File: config.mk
export PLATFORM = sky130hd
export DESIGN_NAME = i2c_target_rx
export DESIGN_NICKNAME = d
export VERILOG_FILES = /design/src/rtl/i2c_pkg.sv /design/src/rtl/i2c_line_sync.sv /design/src/rtl/i2c_target_rx.sv
export SDC_FILE = /design/constraint.sdc
export NUM_CORES = 1
export LEC_CHECK = 0
export BUFFER_PORTS_ARGS = -buffer_cell sky130_fd_sc_hd__buf_2
export CORE_MARGIN = 2
export CORE_UTILIZATION = 55
export DETAILED_ROUTE_END_ITERATION = 12
export PLACE_DENSITY = 0.78
export SYNTH_ARGS = -nofsm -noshare
export SYNTH_HDL_FRONTEND = slang
export SYNTH_HIERARCHICAL = 1
export SYNTH_SLANG_ARGS = --single-unit
File: constraint.sdc
create_clock -name mclk -period 2.1 [get_ports mclk]
set_input_delay 0.315 -clock mclk [delete_from_list [all_inputs] [get_ports mclk]]
set_output_delay 0.315 -clock mclk [all_outputs]
set_load 0.01 [all_outputs]
File: src/rtl/i2c_pkg.sv
`default_nettype none
// ============================================================================
// Module      : i2c_pkg
// Description : Shared state encoding and constants for the I2C target receiver.
// Revision    : 1.0 - initial release
// ============================================================================
package i2c_pkg;

    localparam logic [2:0] IDLE     = 3'd0;
    localparam logic [2:0] ADDR     = 3'd1;
    localparam logic [2:0] ADDR_ACK = 3'd2;
    localparam logic [2:0] DATA     = 3'd3;
    localparam logic [2:0] DATA_ACK = 3'd4;
    localparam logic [2:0] IGNORE   = 3'd5;

    localparam logic RW_WRITE  = 1'b0;
    localparam int   BYTE_BITS = 8;

endpackage
`default_nettype wire

File: src/rtl/i2c_line_sync.sv
`default_nettype none
// ============================================================================
// Module      : i2c_line_sync
// Description : Multi-flop synchronizer with one-cycle rise/fall detection.
//               Presets to 1 so an idle (pulled-up) bus shows no edge at reset.
// Revision    : 1.0 - initial release
// ============================================================================
module i2c_line_sync #(
    parameter int SYNC_STAGES = 2
) (
    input  logic mclk,
    input  logic rst,
    input  logic i_line,
    output logic o_level,
    output logic o_rise,
    output logic o_fall
);

    logic [SYNC_STAGES-1:0] r_sync;
    logic                   r_prev;

    always_ff @(posedge mclk or negedge rst) begin
        if (!rst) begin
            r_sync <= '1;
            r_prev <= 1'b1;
        end else begin
            r_sync <= {r_sync[SYNC_STAGES-2:0], i_line};
            r_prev <= r_sync[SYNC_STAGES-1];
        end
    end

    assign o_level = r_sync[SYNC_STAGES-1];
    assign o_rise  =  r_sync[SYNC_STAGES-1] & ~r_prev;
    assign o_fall  = ~r_sync[SYNC_STAGES-1] &  r_prev;

endmodule
`default_nettype wire

File: src/rtl/i2c_target_rx.sv
`default_nettype none
// ============================================================================
// Module      : i2c_target_rx
// Description : I2C target write receiver: START/STOP detect, address match
//               with ACK, data bytes presented with a one-cycle valid strobe.
// Revision    : 1.0 - initial release
// ============================================================================
module i2c_target_rx #(
    parameter logic [6:0] TGT_ADDR    = 7'h2A,
    parameter int         SYNC_STAGES = 2
) (
    input  logic       mclk,
    input  logic       rst,
    input  logic       iSCL,
    input  logic       iSDA,
    output logic       sda_oe,
    output logic [7:0] rx_data,
    output logic       rx_valid,
    output logic       addr_hit,
    output logic       busy,
    output logic       start_det,
    output logic       stop_det
);

    import i2c_pkg::*;

    localparam logic [3:0] c_BYTE_CNT = 4'(BYTE_BITS);
    localparam logic [3:0] c_LAST_BIT = 4'(BYTE_BITS - 1);

    logic w_scl, w_scl_rise, w_scl_fall;
    logic w_sda, w_sda_rise, w_sda_fall;
    logic w_start, w_stop, w_addr_match;

    logic [2:0] r_state;
    logic [3:0] r_cnt;
    logic [7:0] r_shift;
    logic       r_load;

    i2c_line_sync #(.SYNC_STAGES(SYNC_STAGES)) u_scl_sync (
        .mclk    (mclk),
        .rst     (rst),
        .i_line  (iSCL),
        .o_level (w_scl),
        .o_rise  (w_scl_rise),
        .o_fall  (w_scl_fall)
    );

    i2c_line_sync #(.SYNC_STAGES(SYNC_STAGES)) u_sda_sync (
        .mclk    (mclk),
        .rst     (rst),
        .i_line  (iSDA),
        .o_level (w_sda),
        .o_rise  (w_sda_rise),
        .o_fall  (w_sda_fall)
    );

    assign w_start      = w_sda_fall & w_scl;
    assign w_stop       = w_sda_rise & w_scl;
    assign w_addr_match = (r_shift[7:1] == TGT_ADDR) && (r_shift[0] == RW_WRITE);

    always_ff @(posedge mclk or negedge rst) begin
        if (!rst) begin
            r_state   <= IDLE;
            r_cnt     <= 4'd0;
            r_shift   <= 8'h00;
            r_load    <= 1'b0;
            sda_oe    <= 1'b0;
            rx_data   <= 8'h00;
            rx_valid  <= 1'b0;
            addr_hit  <= 1'b0;
            busy      <= 1'b0;
            start_det <= 1'b0;
            stop_det  <= 1'b0;
        end else begin
            start_det <= 1'b0;
            stop_det  <= 1'b0;
            rx_valid  <= 1'b0;
            r_load    <= 1'b0;

            // Byte is published one cycle after its last bit lands in r_shift.
            if (r_load) begin
                rx_data  <= r_shift;
                rx_valid <= 1'b1;
            end

            if (w_start) begin
                r_state   <= ADDR;
                r_cnt     <= 4'd0;
                addr_hit  <= 1'b0;
                sda_oe    <= 1'b0;
                busy      <= 1'b1;
                start_det <= 1'b1;
            end else if (w_stop) begin
                r_state  <= IDLE;
                busy     <= 1'b0;
                addr_hit <= 1'b0;
                sda_oe   <= 1'b0;
                stop_det <= 1'b1;
            end else begin
                case (r_state)
                    ADDR: begin
                        if (r_cnt == c_BYTE_CNT) begin
                            if (!w_addr_match) begin
                                r_state <= IGNORE;
                            end else if (w_scl_fall) begin
                                sda_oe  <= 1'b1;
                                r_state <= ADDR_ACK;
                            end
                        end else if (w_scl_rise) begin
                            r_shift <= {r_shift[6:0], w_sda};
                            r_cnt   <= r_cnt + 4'd1;
                        end
                    end
                    ADDR_ACK: begin
                        if (w_scl_fall) begin
                            sda_oe   <= 1'b0;
                            addr_hit <= 1'b1;
                            r_cnt    <= 4'd0;
                            r_state  <= DATA;
                        end
                    end
                    DATA: begin
                        if (r_cnt == c_BYTE_CNT) begin
                            if (w_scl_fall) begin
                                sda_oe  <= 1'b1;
                                r_state <= DATA_ACK;
                            end
                        end else if (w_scl_rise) begin
                            r_shift <= {r_shift[6:0], w_sda};
                            r_cnt   <= r_cnt + 4'd1;
                            r_load  <= (r_cnt == c_LAST_BIT);
                        end
                    end
                    DATA_ACK: begin
                        if (w_scl_fall) begin
                            sda_oe  <= 1'b0;
                            r_cnt   <= 4'd0;
                            r_state <= DATA;
                        end
                    end
                    default: begin
                        sda_oe <= 1'b0;
                    end
                endcase
            end
        end
    end

endmodule
`default_nettype wire

Word-level counts from Yosys, hierarchy flattened
Index checks and enable logic that the tools add are counted.
{ "word_totals": {"ramBits": 0, "mem_count": 0, "input_bits": 4, "latch_bits": 0, "output_inout_bits": 14, "word_cells": 98, "register_bits": 36, "rom_bits": 0} }
{ "classes": {"order_cmp": 0, "eq_ne": 17, "multipliers": 0, "n_bitwise": 14, "add_sub_neg": 1, "div_mod_pow": 0, "reduce_logical": 13, "muxes": 38, "shifts": 0} }
{ "ops": {"columns": ["operator", "n"], "rows": [
  ["$mux W3", 8],
  ["$mux W1", 22],
  ["$mux W4", 5],
  ["$ne A4 B4 Y1 const B", 3],
  ["$reduce_and A5 Y1", 2],
  ["$pmux W3 S3", 1],
  ["$reduce_bool A3 Y1", 3],
  ["$not A1 Y1", 8],
  ["$pmux W4 S2", 1],
  ["$eq A7 B6 Y1 const B", 1],
  ["$and A1 B1 Y1", 6],
  ["$eq A3 B2 Y1 const B", 2],
  ["$ne A3 B1 Y1 const B", 2],
  ["$reduce_and A6 Y1", 1],
  ["$ne A5 B4 Y1 const B", 1],
  ["$reduce_bool A5 Y1", 1],
  ["$add A4 B1 Y4 const B", 1],
  ["$eq A4 B3 Y1 const B", 1],
  ["$eq A4 B4 Y1 const B", 1],
  ["$ne A4 B1 Y1 const B", 1],
  ["$ne A4 B3 Y1 const B", 1],
  ["$reduce_and A4 Y1", 1],
  ["$reduce_or A2 Y1", 2],
  ["$eq A3 B1 Y1 const B", 1],
  ["7 further kinds", 7]
]} }

Longest topological paths before layout
{ "logic_depth": {"ltp_word": 8, "depth_mapped": 6, "mapped_depth_nobuf": 6} }

Modules after synthesis
Netlist, hierarchy kept.
{ "modules_own_cells": {"columns": ["mod", "area_each_um2", "instances", "cells_each", "seq_area_each_um2"], "rows": [
  ["i2c_target_rx", 1472.7, 1, 121, 750.7],
  ["i2c_line_sync", 93.8, 2, 5, 78.8]
]} }

Worst setup path before layout
No wires, ideal clock.
{ "synth_timing": {"kind": "reg2reg", "startpoint": "register u_sda_sync.r_sync[1]", "endpoint": "register r_state[1]", "t_required_ns": 1.975, "setup_ns": 0.125, "arrival_ns": 1.680, "path_stages_with_launch": 5, "n_path_buf": 0, "path_slack_ns": 0.295, "period_less_slack_ns": 1.805, "path_cell_list": "dfstp_2 and2b_2 o21a_1 o32a_2 mux2_4"} }
{ "synth_via": {"elab_chain_cells": 5, "word_cells_on_any_way": 14, "cone_classes": "eq/ne: 5; mux: 2; bitwise: 5; reduce/logical: 2"} }
{ "synth_lines": {"columns": ["item", "line_no", "source"], "rows": [
  ["from (decl)", "i2c_line_sync.sv:19", "logic [SYNC_STAGES-1:0] r_sync;"],
  ["from (signal assigned)", "i2c_line_sync.sv:27", "r_sync <= {r_sync[SYNC_STAGES-2:0], i_line};"],
  ["$not A1 Y1 *", "i2c_line_sync.sv:34", "assign o_fall = ~r_sync[SYNC_STAGES-1] & r_prev;"],
  ["$and A1 B1 Y1 *", "i2c_line_sync.sv:34", null],
  ["net w_sda_fall", "i2c_target_rx.sv:31", "logic w_sda, w_sda_rise, w_sda_fall;"],
  ["$and A1 B1 Y1 *", "i2c_target_rx.sv:57", "assign w_start = w_sda_fall & w_scl;"],
  ["$ne A5 B4 Y1 (no line), or another cell as far along", null, null],
  ["$reduce_and A6 Y1 (no line)", null, null],
  ["to (signal assigned)", "i2c_target_rx.sv:63", "r_state <= IDLE;"],
  ["to (signal assigned)", "i2c_target_rx.sv:87", "r_state <= ADDR;"],
  ["to (signal assigned)", "i2c_target_rx.sv:94", "r_state <= IDLE;"],
  ["to (decl)", "i2c_target_rx.sv:34", "logic [2:0] r_state;"]
]} }
The timed path passes the listed nets; every way through them passes the cells marked *.
A chain may end at the register's enable or synchronous reset.

Worst setup path after layout
{ "layout_timing": {"startpoint": "register u_scl_sync.r_sync[1]", "endpoint": "register r_cnt[0]"} }
{ "layout_via": {"word_cells_on_any_way": 12, "cone_classes": "eq/ne: 4; mux: 1; bitwise: 5; reduce/logical: 2"} }
{ "layout_lines": {"columns": ["item", "line_no", "source"], "rows": [
  ["from (decl)", "i2c_line_sync.sv:19", null],
  ["from (signal assigned)", "i2c_line_sync.sv:27", null],
  ["$and A1 B1 Y1", "i2c_line_sync.sv:33", "assign o_rise = r_sync[SYNC_STAGES-1] & ~r_prev;"],
  ["net w_scl_rise", "i2c_target_rx.sv:30", "logic w_scl, w_scl_rise, w_scl_fall;"],
  ["$ne A3 B1 Y1 (no line)", null, null],
  ["$reduce_and A5 Y1 (no line)", null, null],
  ["to (signal assigned)", "i2c_target_rx.sv:111", "r_cnt <= r_cnt + 4'd1;"],
  ["to (signal assigned)", "i2c_target_rx.sv:130", "r_cnt <= r_cnt + 4'd1;"],
  ["to (decl)", "i2c_target_rx.sv:35", "logic [3:0] r_cnt;"]
]} }
The timed path passes the listed nets, and every way through them passes these cells.

==> results.toml <==
[synth]
yosysUniqueCellTypes = 49
synth_async_sr_flop_share_pct = 100
synth_seq_cells = 36
cell_area_synth_um2 = 1660
ys.warnings.count = 6
synth.net_count = 137
number_of_synthesized_flops_with_an_enable_pin = 0
sequential_share_of_the_synthesized_area_pct = 54.7
synthFlopType = "sky130_fd_sc_hd__dfrtp_1"
syn-mean-instance-area_um2 = 12.7
synthesis.instances = 131

[sta]
final_hold_viol_count = 0
clock-skew-final_ns = 0.00974
slew-limit-headroom_pct = 48.8
worst_pin_slew_ns = 0.768
worst_case_hold_slack_ns = 0.0361
fmaxAchievable_ghz = 0.516
setup_repair_after_global_routing_missed_its_margin = "false"
post-route-period-util_pct = 92.2
final_total_negative_setup_slack_ns = 0
maxSlewViolCount = 0
final.min_clock_period_ns = 1.94
setup_violations_final = 0

[grt]
global_route.usage.total_pct = 19.9
gr-total-overflow = 0
grt_antenna_before_repair = 0
pin_count_of_the_biggest_net_entering_global_routing = 37
number_of_global_route_vias_before_repair = 1059
grt_first_pass_wirelength_um = 4950

[worst_setup_path]
crit_path_end_kind = "flip-flop"
crit_slowest_cell = "sky130_fd_sc_hd__dfstp_2"
worst-setup-path-type = "reg2reg"
top_fanout_value_on_the_critical_path = 8
reg2regPathDepth = 5
required_ns = 2.32
critical_path_arrival_ns = 2.16
max_stage_delay_on_crit_path_ns = 0.62
critical_path_cell_list = "nor2b_1 -> nor3b_1 -> a221oi_2 -> a21oi_1 -> mux2_2"
timing.critical_path.from_type = "flip-flop"

[pwr]
pwr_density_cell_nw_per_um2 = 943
ir_worst_vdd_mv = 0.524
total_leakage_power_nw = 0.869
totalPowerFinal_mw = 1.71

[final_layout]
final_core_util_pct = 64.6
antenna-diode-count = 0
ratio_of_cells_with_drive_above_1_in_the_final_layout_pct = 31.1
fillerInstances = 215
postLayoutCellArea_um2 = 1810
layout.cells.most_common_list = "30 x sky130_fd_sc_hd__dfrtp_1, 17 x sky130_fd_sc_hd__buf_2, 10 x sky130_fd_sc_hd__mux2_2, 7 x sky130_fd_sc_hd__inv_1, 7 x sky130_fd_sc_hd__mux2_1"
layout.cells.most_common = "sky130_fd_sc_hd__dfrtp_1"
design.final.nets = 156
flow.area_growth_from_synthesis_pct = 9.12

[routing]
routed_wirelength_um = 3020
drt_drc_violations_left = 0
post_drt_via_cell_ratio = 6.33
drt_pre_antenna_iters = 5
wl_per_cell_um = 16.6
first_iter_violations = 70
detailroute.via_count = 1152
count_of_nets_left_with_antenna_violations_after_detail_routing = 0

[floorplanning]
die_width_um = 58.9
core_um2 = 2810
die-area_um2 = 3470
top_level_i_o_count = 18
floorplan.initialDensity_pct = 59.2
die_h_um = 58.9
rows = 19

[clock_tree]
cts.clk_slew.worst_paths_ns = 0.11
cts_htree_levels = 2
post_cts_hold_buffer_count = 0
cts_tree = "built"
clkSinkCount = 36
cts.repair_timing.setup_buffer_count = 0
tritoncts.num_buffers = 5
cts_resized = 0
cts_root_buf = "sky130_fd_sc_hd__clkbuf_4"
clock_tree.buffer_depth = 2
clkLatencyLatePin_ns = 0.34

[placed_design]
io_buf_count = 17
place_congestion = 0.848
dpl_hpwl_um = 2100
placement.cell_area_um2 = 1760

[job]
cap_viol_max_count = 0

[status]
outcome = "completed"

[hold_path]
worst_min_delay_path_category = "in2async"
[critical path: cells and delay by family, from the launching register on]
family / cells / cell delay [ns]
muxes: 1 / 0.29
DFF: 1 / 0.62
and+or+nand+nor: 2 / 0.42
AOI/OAI and AO/OA: 2 / 0.49
[Yosys cell counts, types with 2 or more instances]
cell type                  count  area (µm²)
sky130_fd_sc_hd__a21oi_1       5        25.0
sky130_fd_sc_hd__a22o_1        2        17.5
sky130_fd_sc_hd__a31oi_1       2        12.5
sky130_fd_sc_hd__and2b_2       2        17.5
sky130_fd_sc_hd__buf_2         3        15.0
sky130_fd_sc_hd__clkbuf_1      2        7.51
sky130_fd_sc_hd__dfrtp_1      30         751
sky130_fd_sc_hd__dfstp_2       6         158
sky130_fd_sc_hd__ha_1          2        25.0
sky130_fd_sc_hd__inv_1         7        26.3
sky130_fd_sc_hd__mux2_1        7        78.8
sky130_fd_sc_hd__mux2_2       10         113
sky130_fd_sc_hd__mux2i_1       2        20.0
sky130_fd_sc_hd__nand2_1       5        18.8
sky130_fd_sc_hd__nand3b_1      4        30.0
sky130_fd_sc_hd__nand4_1       2        12.5
sky130_fd_sc_hd__nor2_1        2        7.51
sky130_fd_sc_hd__nor2b_1       3        18.8
sky130_fd_sc_hd__nor3_1        3        15.0
sky130_fd_sc_hd__nor3b_1       2        15.0
sky130_fd_sc_hd__xnor2_1       2        17.5
[worst paths after layout]
| kind | startpoint | endpoint | slack (ns) |
|---|---|---|---|
| setup / recovery | u_scl_sync/r_sync[1] | r_cnt[0] | 0.16 |
| setup reg to reg | u_scl_sync/r_sync[1] | r_cnt[0] | 0.16 |
| min in group mclk | iSDA | u_sda_sync/r_sync[0] | 0.06 |
| max in group asynchronous | rst | r_cnt[0] | 1.57 |
| hold / removal | rst | busy | 0.04 |
| hold reg to reg | u_scl_sync/r_sync[0] | u_scl_sync/r_sync[1] | 0.36 |
[sequential cells by signal, summed over array words and instances, names as in the netlist, 2 cells and up]
signal and count:
rx_data 8, r_shift 8, u_sda_sync/r_sync 2, u_scl_sync/r_sync 2
r_state 3, r_cnt 4
[metrics by stage]
stage | setup slack, ns | std cells
2_1_floorplan | 0.295 | 131
3_3_place_gp | 0.219 | 174
3_5_place_dp | 0.201 | 174
4_1_cts | 0.176 | 182
5_1_grt | 0.0662 | 182
6_report | 0.163 | 182
[layout make-up]
class | instances | area (µm²) | area share [%]
Sequential cell | 36 | 908 | 50.1
Multi-Input combinational cell | 83 | 703 | 38.8
Timing Repair Buffer | 17 | 85.1 | 4.70
Clock buffer | 7 | 45.0 | 2.49
Tap cell | 31 | 38.8 | 2.14
Inverter | 7 | 26.3 | 1.45
Clock inverter | 1 | 5.00 | 0.276
[cells by family after synthesis]
family,share of synthesized area (%)
xor gates and xnor gates,1.06
DFF,54.7
AOI/OAI and AO/OA,12.1
adders and majority gates,1.51
muxes,13.6
buffers and inverters,2.94
and+or+nand+nor,14.0
[metal layers]
metal	track usage, %	part of all wire [%]	vias up
met5	0	0	-
met4	11.4	2.3	0
met3	7.25	7.4	10
met2	30.8	49	57
met1	23.8	41	561
li1	-	-	524
[power breakdown]
group	switching [mW]	internal (mW)
clock network	0.218	0.130
registers	0.163	0.792
logic	0.202	0.203
No activity file was read; power rests on OpenSTA's default activity.
